## config.mk

```make
export PLATFORM = sky130hd
export DESIGN_NAME = alu_ror_seq
export DESIGN_NICKNAME = d
export VERILOG_FILES = /design/src/rtl/alu_ror_seq.sv
export SDC_FILE = /design/constraint.sdc
export NUM_CORES = 1
export LEC_CHECK = 0
export CORE_UTILIZATION = 25
export DETAILED_ROUTE_END_ITERATION = 7
export DONT_BUFFER_PORTS = 1
export GPL_TIMING_DRIVEN = 0
export PLACE_DENSITY = 0.41
export REMOVE_ABC_BUFFERS = 1
export SLEW_MARGIN = 20
export SYNTH_ARGS = -nofsm -noshare
export SYNTH_HDL_FRONTEND = slang
export SYNTH_SLANG_ARGS = --single-unit
```

## constraint.sdc

```tcl
create_clock -name clk -period 3.34 [get_ports clk]
set_clock_uncertainty 0.05 [all_clocks]
set_input_delay 1.002 -clock clk [delete_from_list [all_inputs] [get_ports clk]]
set_output_delay 1.002 -clock clk [all_outputs]
set_load 0.05 [all_outputs]
```

## src/rtl/alu_ror_seq.sv

```systemverilog
// Sequential rotate-right unit: R <= ROR(A, B mod 32), one bit per RUN cycle.
// Define ALU_ROR_MULTISTEP_EN to rotate by 4 bits per cycle while cnt >= 4.
module alu_ror_seq (
   input  logic        clk,
   input  logic        rst_n,
   input  logic        start,
   input  logic [31:0] A,
   input  logic [31:0] B,
   output logic [31:0] R,
   output logic        busy,
   output logic        done
);

   localparam logic [1:0] S_IDLE = 2'd0;
   localparam logic [1:0] S_RUN  = 2'd1;
   localparam logic [1:0] S_DONE = 2'd2;

   logic [1:0]  r_state;
   logic [4:0]  r_cnt;
   logic [31:0] r_res;

   logic        w_accept;
   logic        w_big;
   logic [4:0]  w_step;
   logic [31:0] w_rot;
   logic        w_unused_b;

   assign w_unused_b = ^B[31:5];
   assign w_accept   = start && (r_state != S_RUN);

`ifdef ALU_ROR_MULTISTEP_EN
   assign w_big = (r_cnt >= 5'd4);
`else
   assign w_big = 1'b0;
`endif

   assign w_step = w_big ? 5'd4 : 5'd1;
   assign w_rot  = w_big ? {r_res[3:0], r_res[31:4]}
                         : {r_res[0], r_res[31:1]};

   always_ff @(posedge clk or negedge rst_n) begin
      if (!rst_n) begin
         r_state <= S_IDLE;
         r_cnt   <= 5'd0;
         r_res   <= 32'd0;
      end else begin
         unique case (r_state)
            S_RUN: begin
               if (r_cnt != 5'd0) begin
                  r_res <= w_rot;
                  r_cnt <= r_cnt - w_step;
               end else begin
                  r_state <= S_DONE;
               end
            end
            S_IDLE, S_DONE: begin
               // DONE accepts start directly so ops can run back-to-back
               if (w_accept) begin
                  r_res   <= A;
                  r_cnt   <= B[4:0];
                  r_state <= S_RUN;
               end else begin
                  r_state <= S_IDLE;
               end
            end
            default: r_state <= S_IDLE;
         endcase
      end
   end

   assign R    = r_res;
   assign busy = (r_state == S_RUN);
   assign done = (r_state == S_DONE);

endmodule

```

Word level (Yosys, flattened, before mapping) --
Index checks and enable logic that the tools add are counted.
Word-level totals: register bits 39, input port bits 67, logic and storage cells 25
Operators by class: add/sub/neg operators 1, mux-type cells 9, reductions and logical operators 6, eq/ne operators 6
Operator list (count):
- $mux 32 | 2
- $pmux 32 s2 | 1
- $mux 5 | 2
- $pmux 5 s2 | 1
- $reduce_bool 5->1 | 1
- $sub 5x1->5 const B | 1
- $ne 2x1->1 const B | 2
- $ne 2x2->1 const B | 2
- $pmux 2 s2 | 1
- $reduce_and 3->1 | 1
- $eq 2x1->1 const B | 1
- $eq 2x2->1 const B | 1
- $logic_not 2->1 | 1
- $mux 2 | 1
- $reduce_bool 2->1 | 1
- $reduce_or 2->1 | 1
- $logic_and 1x1->1 | 1
- $mux 1 | 1

Longest topological paths before layout --
Gate-level depths: netlist of the first run.
depth after elaboration 4, mapped depth 7, gate-level depth less buffers 5

Worst setup path after synthesis of the first run --
No wires, ideal clock.
kind register -> output, start register r_state[0], end output port done, slack 1.095 ns, path buffers 1, required time 2.288 ns, cell stages (with the launch flop) 3, arrival time 1.193 ns, cells stage by stage dfrtp_1 > buf_2 > nor2b_1
On the way: longest elaborated chain between the ends 1
RTL lines:
- start: declaration | line 18 | logic [1:0] r_state;
- start signal: assignment | line 43 | r_state <= S_IDLE;
- start signal: assignment | line 53 | r_state <= S_DONE;
- start signal: assignment | line 61 | r_state <= S_RUN;
- $eq 2x2->1 | line 73 | assign done = (r_state == S_DONE);
- end: declaration | line 11 | output logic done
No other way between the ends.

Worst setup path in the final report of the first run --
Ends and elaborated chain as after synthesis.

==> results of run 1 <==
cell usage after synthesis, drive strengths merged:
cell,count
o32ai,3
o221a,30
clkbuf,4
o21ai,2
nand2,2
o21bai,1
dfrtp,39
a211oi,1
nor2b,2
o41ai,1
nor4,1
a21bo,1
nor2,8
a221oi,4
buf,8
a21oi,1
ha,1
mux2i,1
o311a,1
nand2b,33
or3,1
o211a,1
or4b,1
nand3,2
a31oi,1
inv,5
nor4b,1
registers in the layout, indices dropped and copies added, names as in the netlist:
register / count
R: 32
r_cnt: 5
r_state: 2
through the flow:
step                cells  hold WS [ns]
CTS                   252         0.330
floorplan             144         0.485
global placement      243         0.534
global route          252         0.321
finish                252         0.352
detailed placement    244         0.553
area by class of cell:
| type | count | area (µm²) |
|---|---|---|
| timing repair buffer | 1 | 27.5 |
| tap | 99 | 124 |
| fill | 746 | 5270 |
| clock buffer | 5 | 68.8 |
| clock inverter | 3 | 15.0 |
| multi-input combinational | 100 | 836 |
| sequential | 39 | 976 |
| inverter | 5 | 18.8 |
cells by family (layout without fill, tap and decap cells):
family	count (synthesis)	in the layout	synth area share
AOI/OAI and AO/OA	47	47	0.247
DFF	39	39	0.509
and+or+nand+nor	51	51	0.167
adders and majority gates	1	1	0.00652
buffers and inverters	17	14	0.0652
muxes	1	1	0.00522
layer usage:
layer | global-route usage | up-vias | part of all wire
met2 | 0.179 | 56 | 0.46
met1 | 0.148 | 627 | 0.43
li1 | - | 588 | -
met3 | 0.0521 | 6 | 0.098
met4 | 0.0375 | 0 | 0.010
met5 | 0 | - | 0
final timing paths:
path,slack (ns),to,depth (start not counted),from
min in group clk,0.57,r_cnt[0]$_DFFE_PN0P_,1,r_cnt[0]$_DFFE_PN0P_
worst min register to register,0.57,r_cnt[0]$_DFFE_PN0P_,1,r_cnt[0]$_DFFE_PN0P_
worst max register to register,1.33,R[6]$_DFFE_PN0P_,5,r_cnt[0]$_DFFE_PN0P_
worst min-delay path,0.35,R[17]$_DFFE_PN0P_,0,rst_n
worst max-delay path,0.73,done,1,r_state[0]$_DFFE_PN0P_
max in group asynchronous,2.80,R[20]$_DFFE_PN0P_,0,rst_n
==> impl_metrics.toml, run 1 <==
[synth]
postSynthAreaPerCell_um2 = 12.3
yosys_register_bits = 39
synth.top_cells.by_area = "sky130_fd_sc_hd__dfrtp_1, sky130_fd_sc_hd__o221a_1, sky130_fd_sc_hd__nand2b_1, sky130_fd_sc_hd__buf_12, sky130_fd_sc_hd__a221oi_1"
synthDistinctLibCells = 32
yosysWarnings = 0
synth_largest_type_area_fraction = 0.509
syn-cell-area_mm2 = 0.00192
synth_top_cell_by_area = "sky130_fd_sc_hd__dfrtp_1"
synth_cells = 156
ys_seq_area_frac = 0.509

[critical_path]
worstSetupStartpointType = "flip-flop"
worstPathBufferInverterCount = 0
timing.critical_path.fanout_max = 10
worst_path_largest_cell_delay_ns = 0.78
critPathSlowestCell = "sky130_fd_sc_hd__nor2b_1"
cp.required_ns = 2.29
setup.worst_path.end_class = "output port"
cp.arrival_ns = 1.55
crit_type = "flip-flop to output port"
crit_chain = "nor2b_1"
family_with_the_most_delay_on_the_worst_path = "simple AND/OR/NAND/NOR gates"

[place]
pre_cts_slack_ns = 1.03
placed_cell_area_mm2 = 0.00198
buffer_ports.inserted = 0
place.gp.congestion = 0.802
hpwlAfterDp_um = 3000

[drt]
drt.antenna.violating_nets = 0
firstDrtPassIters = 4
routed-via-count = 1277
drt-vias-per-instance = 5.07
routed_wirelength_um = 4410
first_iter_violations = 67
detail_route.drc_violations = 0
routed_wire_length_per_instance_um = 17.5

[sta]
worst_pin_slew_ns = 0.940
finalSetupViolCount = 0
timing_hold_violations_final = 0
maxClockFrequency_mhz = 384
timing.final.crit_share = 0.780
worst_slack_ns = 0.735
timing.final.crit_period_ns = 2.61
setup-tns-final_ns = 0
rsz0062_at_grt = "false"
count_of_pins_over_their_slew_limit = 0
maxSlewHeadroom = 0.372

[die]
horiz_die_dim_um = 89.6
num_rows = 31
design.die.area_mm2 = 0.00803
start_util = 0.262
core-area_mm2 = 0.00733
dieHeight_um = 89.6
top_level_ports = 101

[global_routing]
antenna_violations_before_repair = 0
groute.usage.overall = 0.117
number_of_global_route_vias_before_repair = 1348
grt_max_degree = 40
grt_pass1_wl_um = 7040
globalRouteOverflowTotal = 0

[clocking]
worst_skew_pair.late_latency_ns = 0.29
postCtsHoldBufs = 0
cts.sink_count = 39
h-tree-depth = 2
clkTransAtPathRegs_ns = 0.09
cts_setup_buffers = 0
cts.root.buffer_cell = "sky130_fd_sc_hd__clkbuf_8"
ctsResizeCount = 0
cts_made_buffers = 5
cts_tree = "done"
cts.path.max_buffers = 2

[run_status]
status = "finished, final reports clean"

[job]
max_cap_violations = 0

[cells_and_area]
num_antenna_cells = 0
mostFrequentLayoutCell = "sky130_fd_sc_hd__dfrtp_1"
design_area_mm2 = 0.00207
drive_gt1_frac = 0.0980
final_util = 0.282
fin_nets = 220
layout_common_cells = "sky130_fd_sc_hd__dfrtp_1, sky130_fd_sc_hd__nand2b_1, sky130_fd_sc_hd__o221a_1"
syn_to_final_growth_pct = 7.70

[worst_hold_path]
hold_path.class = "input pin to async pin"
Power of run 1 is left out: the tool's default activity adds up to more than one toggle a clock period on the data nets, which glitch-free logic cannot reach.
==> inputs of run 2 (changes only) <==
--- a/config.mk
+++ b/config.mk
@@ -9,7 +9,7 @@
 export DETAILED_ROUTE_END_ITERATION = 7
 export DONT_BUFFER_PORTS = 1
 export GPL_TIMING_DRIVEN = 0
-export PLACE_DENSITY = 0.41
+export PLACE_DENSITY = 0.43
 export REMOVE_ABC_BUFFERS = 1
 export SLEW_MARGIN = 20
 export SYNTH_ARGS = -nofsm -noshare
==> constraint.sdc (replaced) <==
create_clock -name clk -period 2.27 [get_ports clk]
set_clock_uncertainty 0.05 [all_clocks]
set_input_delay 0.681 -clock clk [delete_from_list [all_inputs] [get_ports clk]]
set_output_delay 0.681 -clock clk [all_outputs]
set_load 0.05 [all_outputs]
==> run 2 against run 1 <==
- first-iteration DRC count shrank 33%
- core utilization up 0.31 points
- sequential share of layout area is 0.45 points lower
- design area increased by 1.1%
- register-to-register slack got worse by 1.1 ns
- sequential cell count did not move
- non-clock buffer count stayed put
- worst hold slack got worse by 0.32 ns
- die area stayed put
- cell count is the same
- largest cell class unchanged
==> impl_metrics.toml, run 2 (synthesized netlist as in run 1, its figures left out) <==
[sta]
maxClockFrequency_mhz = 486
maxSlewHeadroom = 0.494
timing.final.crit_share = 0.906
worst_pin_slew_ns = 0.757
finalSetupViolCount = 0
count_of_pins_over_their_slew_limit = 0
fin_hold_ws_ns = 0.0302
timing.final.crit_period_ns = 2.06
rsz0062_at_grt = "false"
timing_hold_violations_final = 0

[worst_hold_path]
hold_path.class = "input pin to async pin"

[clocking]
cts.root.buffer_cell = "sky130_fd_sc_hd__clkbuf_8"
cts_made_buffers = 5
h-tree-depth = 2
cts.sink_count = 39
cts.path.max_buffers = 2
worst_skew_pair.late_latency_ns = 0.29
postCtsHoldBufs = 0
cts_tree = "done"
cts_setup_buffers = 0
clkTransAtPathRegs_ns = 0.08

[drt]
detail_route.drc_violations = 0
drt-vias-per-instance = 5.21
firstDrtPassIters = 4
routed_wirelength_um = 4500
routed_wire_length_per_instance_um = 17.8
routed-via-count = 1312
first_iter_violations = 45
drt.antenna.violating_nets = 0

[critical_path]
timing.rr.end = "R[9]$_DFFE_PN0P_"
reg2regPathDepth = 5
cp.arrival_ns = 1.32
cp.required_ns = 1.54
crit_type = "flip-flop to output port"
timing.rr.start = "r_cnt[0]$_DFFE_PN0P_"
ff2ff_setup_slack_ns = 0.24
worstSetupStartpointType = "flip-flop"
setup.worst_path.end_class = "output port"
timing.critical_path.fanout_max = 10

[die]
top_level_ports = 101
core-area_mm2 = 0.00733
horiz_die_dim_um = 89.6
num_rows = 31
dieHeight_um = 89.6
design.die.area_mm2 = 0.00803
start_util = 0.262

[job]
max_cap_violations = 0

[cells_and_area]
final_util = 0.285
max_flop_register = "R"
fin_nets = 220
drive_gt1_frac = 0.105
mostFrequentLayoutCell = "sky130_fd_sc_hd__dfrtp_1"
syn_to_final_growth_pct = 8.87
largest_register_ff_count = 32
layout_common_cells = "sky130_fd_sc_hd__dfrtp_1, sky130_fd_sc_hd__nand2b_1, sky130_fd_sc_hd__o221a_1"
num_antenna_cells = 0
biggestRegsByFlops = "R x32, r_cnt x5, r_state x2"

[place]
place.gp.congestion = 0.841
buffer_ports.inserted = 0
hpwlAfterDp_um = 3040

[global_routing]
globalRouteOverflowTotal = 0
grt_pass1_wl_um = 7090
antenna_violations_before_repair = 0
grt_max_degree = 40
number_of_global_route_vias_before_repair = 1313
groute.usage.overall = 0.120

[run_status]
status = "finished, final reports clean"
run 2: changes by cell type in the layout (fill, tap and decap cells not counted):
cell / delta
sky130_fd_sc_hd__clkinv_2: -3
sky130_fd_sc_hd__clkbuf_8: +2
sky130_fd_sc_hd__clkbuf_1: +1
sky130_fd_sc_hd__dfrtp_1: -1
sky130_fd_sc_hd__dfrtp_2: +1
sky130_fd_sc_hd__inv_2: -1
sky130_fd_sc_hd__inv_4: +1
sky130_fd_sc_hd__nor2b_1: -1
sky130_fd_sc_hd__nor2b_2: +1
run 2: worst max path at each step:
stage / from / to / slack, ns / cells past startpoint
floorplan: r_cnt[0]$_DFFE_PN0P_ / R[10]$_DFFE_PN0P_ / -0.08 / 5
global placement: r_cnt[0]$_DFFE_PN0P_ / R[5]$_DFFE_PN0P_ / -0.93 / 5
detailed placement: r_cnt[0]$_DFFE_PN0P_ / R[21]$_DFFE_PN0P_ / 0.24 / 5
CTS: r_state[0]$_DFFE_PN0P_ / busy / 0.07 / 2
global route: r_cnt[0]$_DFFE_PN0P_ / R[22]$_DFFE_PN0P_ / 0.12 / 5
finish: r_state[0]$_DFFE_PN0P_ / busy / 0.21 / 2
run 2: worst max-delay path: stages (launching register included):
cell	delay, ns
sky130_fd_sc_hd__dfrtp_2	0.49
sky130_fd_sc_hd__nand2b_1	0.25
sky130_fd_sc_hd__inv_4	0.29
run 2: stage by stage:
step	TNS [ns]	setup slack (ns)	std cells	area, µm²
global route	0	0.116	252	2090
detailed placement	0	0.236	244	1980
floorplan	-2.30	-0.0766	144	1810
finish	0	0.214	252	2090
CTS	0	0.0734	252	2090
global placement	-29.20	-0.933	243	1940
run 2: layout make-up:
cell class | count | area [µm²]
fill | 742 | 5240
tap | 99 | 124
multi-input combinational | 100 | 838
inverter | 5 | 21.3
timing repair buffer | 1 | 27.5
clock buffer | 8 | 100
sequential | 39 | 977
run 2: timing repair:
item                                   CTS  global route
resized for setup                        2             1
endpoints found under the hold margin    0             0
setup endpoints to repair                1             1
run 2: routing by layer:
layer | global-route usage | up-vias | wire length (µm) | part of all wire
met3 | 0.0457 | 6 | 443 | 0.099
met4 | 0.0303 | 0 | 46 | 0.010
met1 | 0.161 | 647 | 1990 | 0.44
li1 | - | 589 | - | -
met2 | 0.183 | 70 | 2020 | 0.45
met5 | 0 | - | 0 | 0
Power of run 2 is left out for the same reason.
==> inputs of run 3 (changes only) <==
--- a/config.mk
+++ b/config.mk
@@ -5,10 +5,11 @@
 export SDC_FILE = /design/constraint.sdc
 export NUM_CORES = 1
 export LEC_CHECK = 0
+export ABC_AREA = 1
 export CORE_UTILIZATION = 25
 export DETAILED_ROUTE_END_ITERATION = 7
 export DONT_BUFFER_PORTS = 1
-export GPL_TIMING_DRIVEN = 0
+export GPL_TIMING_DRIVEN = 1
 export PLACE_DENSITY = 0.43
 export REMOVE_ABC_BUFFERS = 1
 export SLEW_MARGIN = 20
==> run 3 against run 2 <==
- maximum frequency grew 2.1%
- worst hold slack lost 0.0046 ns
- global-route usage up 2.2 points
- non-clock buffer count grew 7
- cell count is 58% higher
- critical path depth up 1
- clock-buffer cell count down 1
- core utilization is 0.44 points lower
- critical endpoint is now done
- largest cell class is now multi-input gates
==> impl_metrics.toml, run 3 <==
[run_status]
status = "finished, final reports clean"

[cells_and_area]
num_antenna_cells = 0
drive_gt1_frac = 0.0918
largest_register_ff_count = 32
layout_common_cells = "sky130_fd_sc_hd__nand2_1, sky130_fd_sc_hd__dfrtp_1, sky130_fd_sc_hd__nand3_1"
syn_to_final_growth_pct = 8.10
biggestRegsByFlops = "R x32, r_cnt x5, r_state x2"
fin_nets = 361
max_flop_register = "R"
mostFrequentLayoutCell = "sky130_fd_sc_hd__nand2_1"
num-fill-cells = 920

[clocking]
clkTransAtPathRegs_ns = 0.08
h-tree-depth = 2
cts.path.max_buffers = 2
worst_skew_pair.late_latency_ns = 0.29
cts_made_buffers = 5
cts_setup_buffers = 0
cts.root.buffer_cell = "sky130_fd_sc_hd__clkbuf_8"
postCtsHoldBufs = 0
cts_tree = "done"
cts.sink_count = 39
ctsResizeCount = 0

[place]
place.gp.congestion = 0.669
hpwlAfterDp_um = 3590
buffer_ports.inserted = 0

[drt]
routed_wirelength_um = 5860
routed-via-count = 1803
first_iter_violations = 85
routed_wire_length_per_instance_um = 14.7
detail_route.drc_violations = 0
firstDrtPassIters = 4
drt.antenna.violating_nets = 0
drt-vias-per-instance = 4.52

[critical_path]
cp.arrival_ns = 1.28
crit_type = "flip-flop to output port"
setup.worst_path.end_class = "output port"
cp.required_ns = 1.54
timing.rr.end = "r_cnt[3]$_DFFE_PN0P_"
timing.critical_path.fanout_max = 18
timing.rr.start = "r_cnt[0]$_DFFE_PN0P_"
reg2regPathDepth = 7
ff2ff_setup_slack_ns = 0.35
worstSetupStartpointType = "flip-flop"

[global_routing]
antenna_violations_before_repair = 0
grt_pass1_wl_um = 9460
grt_max_degree = 43
groute.usage.overall = 0.142
globalRouteOverflowTotal = 0
number_of_global_route_vias_before_repair = 1841

[sta]
timing_hold_violations_final = 0
timing.final.crit_share = 0.887
timing.final.crit_period_ns = 2.01
worst_pin_slew_ns = 0.547
maxSlewHeadroom = 0.635
setup-tns-final_ns = 0
rsz0062_at_grt = "false"
count_of_pins_over_their_slew_limit = 0
finalSetupViolCount = 0
maxClockFrequency_mhz = 497

[synth]
yosysWarnings = 0
synth.top_cells.by_area = "sky130_fd_sc_hd__dfrtp_1, sky130_fd_sc_hd__nand2_1, sky130_fd_sc_hd__nand3_1, sky130_fd_sc_hd__buf_6, sky130_fd_sc_hd__buf_2"
synth_enable_flop_cells = 0
postSynth.topFlopCell = "sky130_fd_sc_hd__dfrtp_1"
synth_top_cell_by_area = "sky130_fd_sc_hd__dfrtp_1"
postSynthAreaPerCell_um2 = 7.20
synth_common_cells = "sky130_fd_sc_hd__nand2_1, sky130_fd_sc_hd__dfrtp_1, sky130_fd_sc_hd__nand3_1, sky130_fd_sc_hd__inv_1, sky130_fd_sc_hd__buf_2"
synthDistinctLibCells = 20
syn-cell-area_mm2 = 0.00213
ys_seq_area_frac = 0.458
synth_largest_type_area_fraction = 0.458
synthArstFlopShare = 1.00
synth_cells = 296
yosys_register_bits = 39
leading_cell_type_by_number_of_instances_after_synthesis = "sky130_fd_sc_hd__nand2_1"

[power_and_ir_drop]
powerDensity_mw_per_mm2 = 2000
pwr_total_mw = 4.61
vdd_drop_max_mv = 0.467
reported_leakage_power_nw = 1.25

[die]
start_util = 0.259
horiz_die_dim_um = 94.4
core-area_mm2 = 0.00822
num_rows = 33
dieHeight_um = 94.4
top_level_ports = 101
design.die.area_mm2 = 0.00890

[job]
max_cap_violations = 0

[worst_hold_path]
hold_path.class = "input pin to async pin"
==> run 3: cell count changes after synthesis, sizes merged, moves of 5 or more <==
cell / delta
buf: +7
inv: +5
nand2: +169
nand2b: -33
nand3: +37
o21ai: +7
o221a: -30
==> run 3: layout make-up <==
| type | count | area, µm² | share of cell area |
|---|---|---|---|
| Inverter | 10 | 40.0 | 0.0174 |
| Clock inverter | 1 | 5.00 | 0.00217 |
| Multi-Input combinational cell | 229 | 991 | 0.430 |
| Clock buffer | 7 | 76.3 | 0.0331 |
| Sequential cell | 39 | 976 | 0.423 |
| Tap cell | 105 | 131 | 0.0570 |
| Timing Repair Buffer | 8 | 85.1 | 0.0369 |
==> run 3: worst max-delay path by stage <==
stage,startpoint,end,slack [ns]
final,r_state[0]$_DFFE_PN0P_,done,0.26
after global routing,r_cnt[0]$_DFFE_PN0P_,R[31]$_DFFE_PN0P_,0.12
after CTS,r_state[0]$_DFFE_PN0P_,done,0.22
after detailed placement,r_cnt[0]$_DFFE_PN0P_,r_cnt[3]$_DFFE_PN0P_,0.33
after global placement,r_cnt[0]$_DFFE_PN0P_,R[10]$_DFFE_PN0P_,0.33
after floorplan,r_state[0]$_DFFE_PN0P_,R[10]$_DFFE_PN0P_,0.004
==> run 3: worst max-delay path, cell delays in order, from the launching register on <==
cell and delay (ns):
sky130_fd_sc_hd__dfrtp_1 0.42, sky130_fd_sc_hd__buf_4 0.22, sky130_fd_sc_hd__nor2_1 0.13, sky130_fd_sc_hd__buf_4 0.21
==> run 3: layer usage <==
layer  vias to the layer above  wire, µm  track usage
met5                         -         0            0
met4                         0        74       0.0462
met3                         7       418       0.0515
met2                        47      2660        0.228
met1                       842      2710        0.176
li1                        907         -            -
==> run 3: metrics by stage <==
stage	setup WS [ns]	std cells	area [µm²]	hold WS (ns)	util
2_1_floorplan	0.00409	278	2010	0.335	-
3_5_place_dp	0.325	390	2200	0.336	0.268
4_1_cts	0.216	398	2280	0.00242	0.278
5_1_grt	0.115	399	2300	0.00317	0.280
6_report	0.256	399	2300	0.0256	0.280
3_3_place_gp	0.330	390	2200	0.336	0.268
==> run 3: logic make-up after synthesis <==
kind of cell	synth area share
buffers and inverters	0.0775
AOI/OAI and AO/OA	0.0282
DFF	0.458
adders and majority gates	0.00587
and+or+nand+nor	0.431
==> run 3: where the power goes <==
group / internal, mW / switching [mW]
sequential: 1.02 / 1.22
clock: 0.216 / 0.261
combinational: 0.621 / 1.27
total: 1.86 / 2.76
Note: power is estimated with default switching activity, not from simulation.
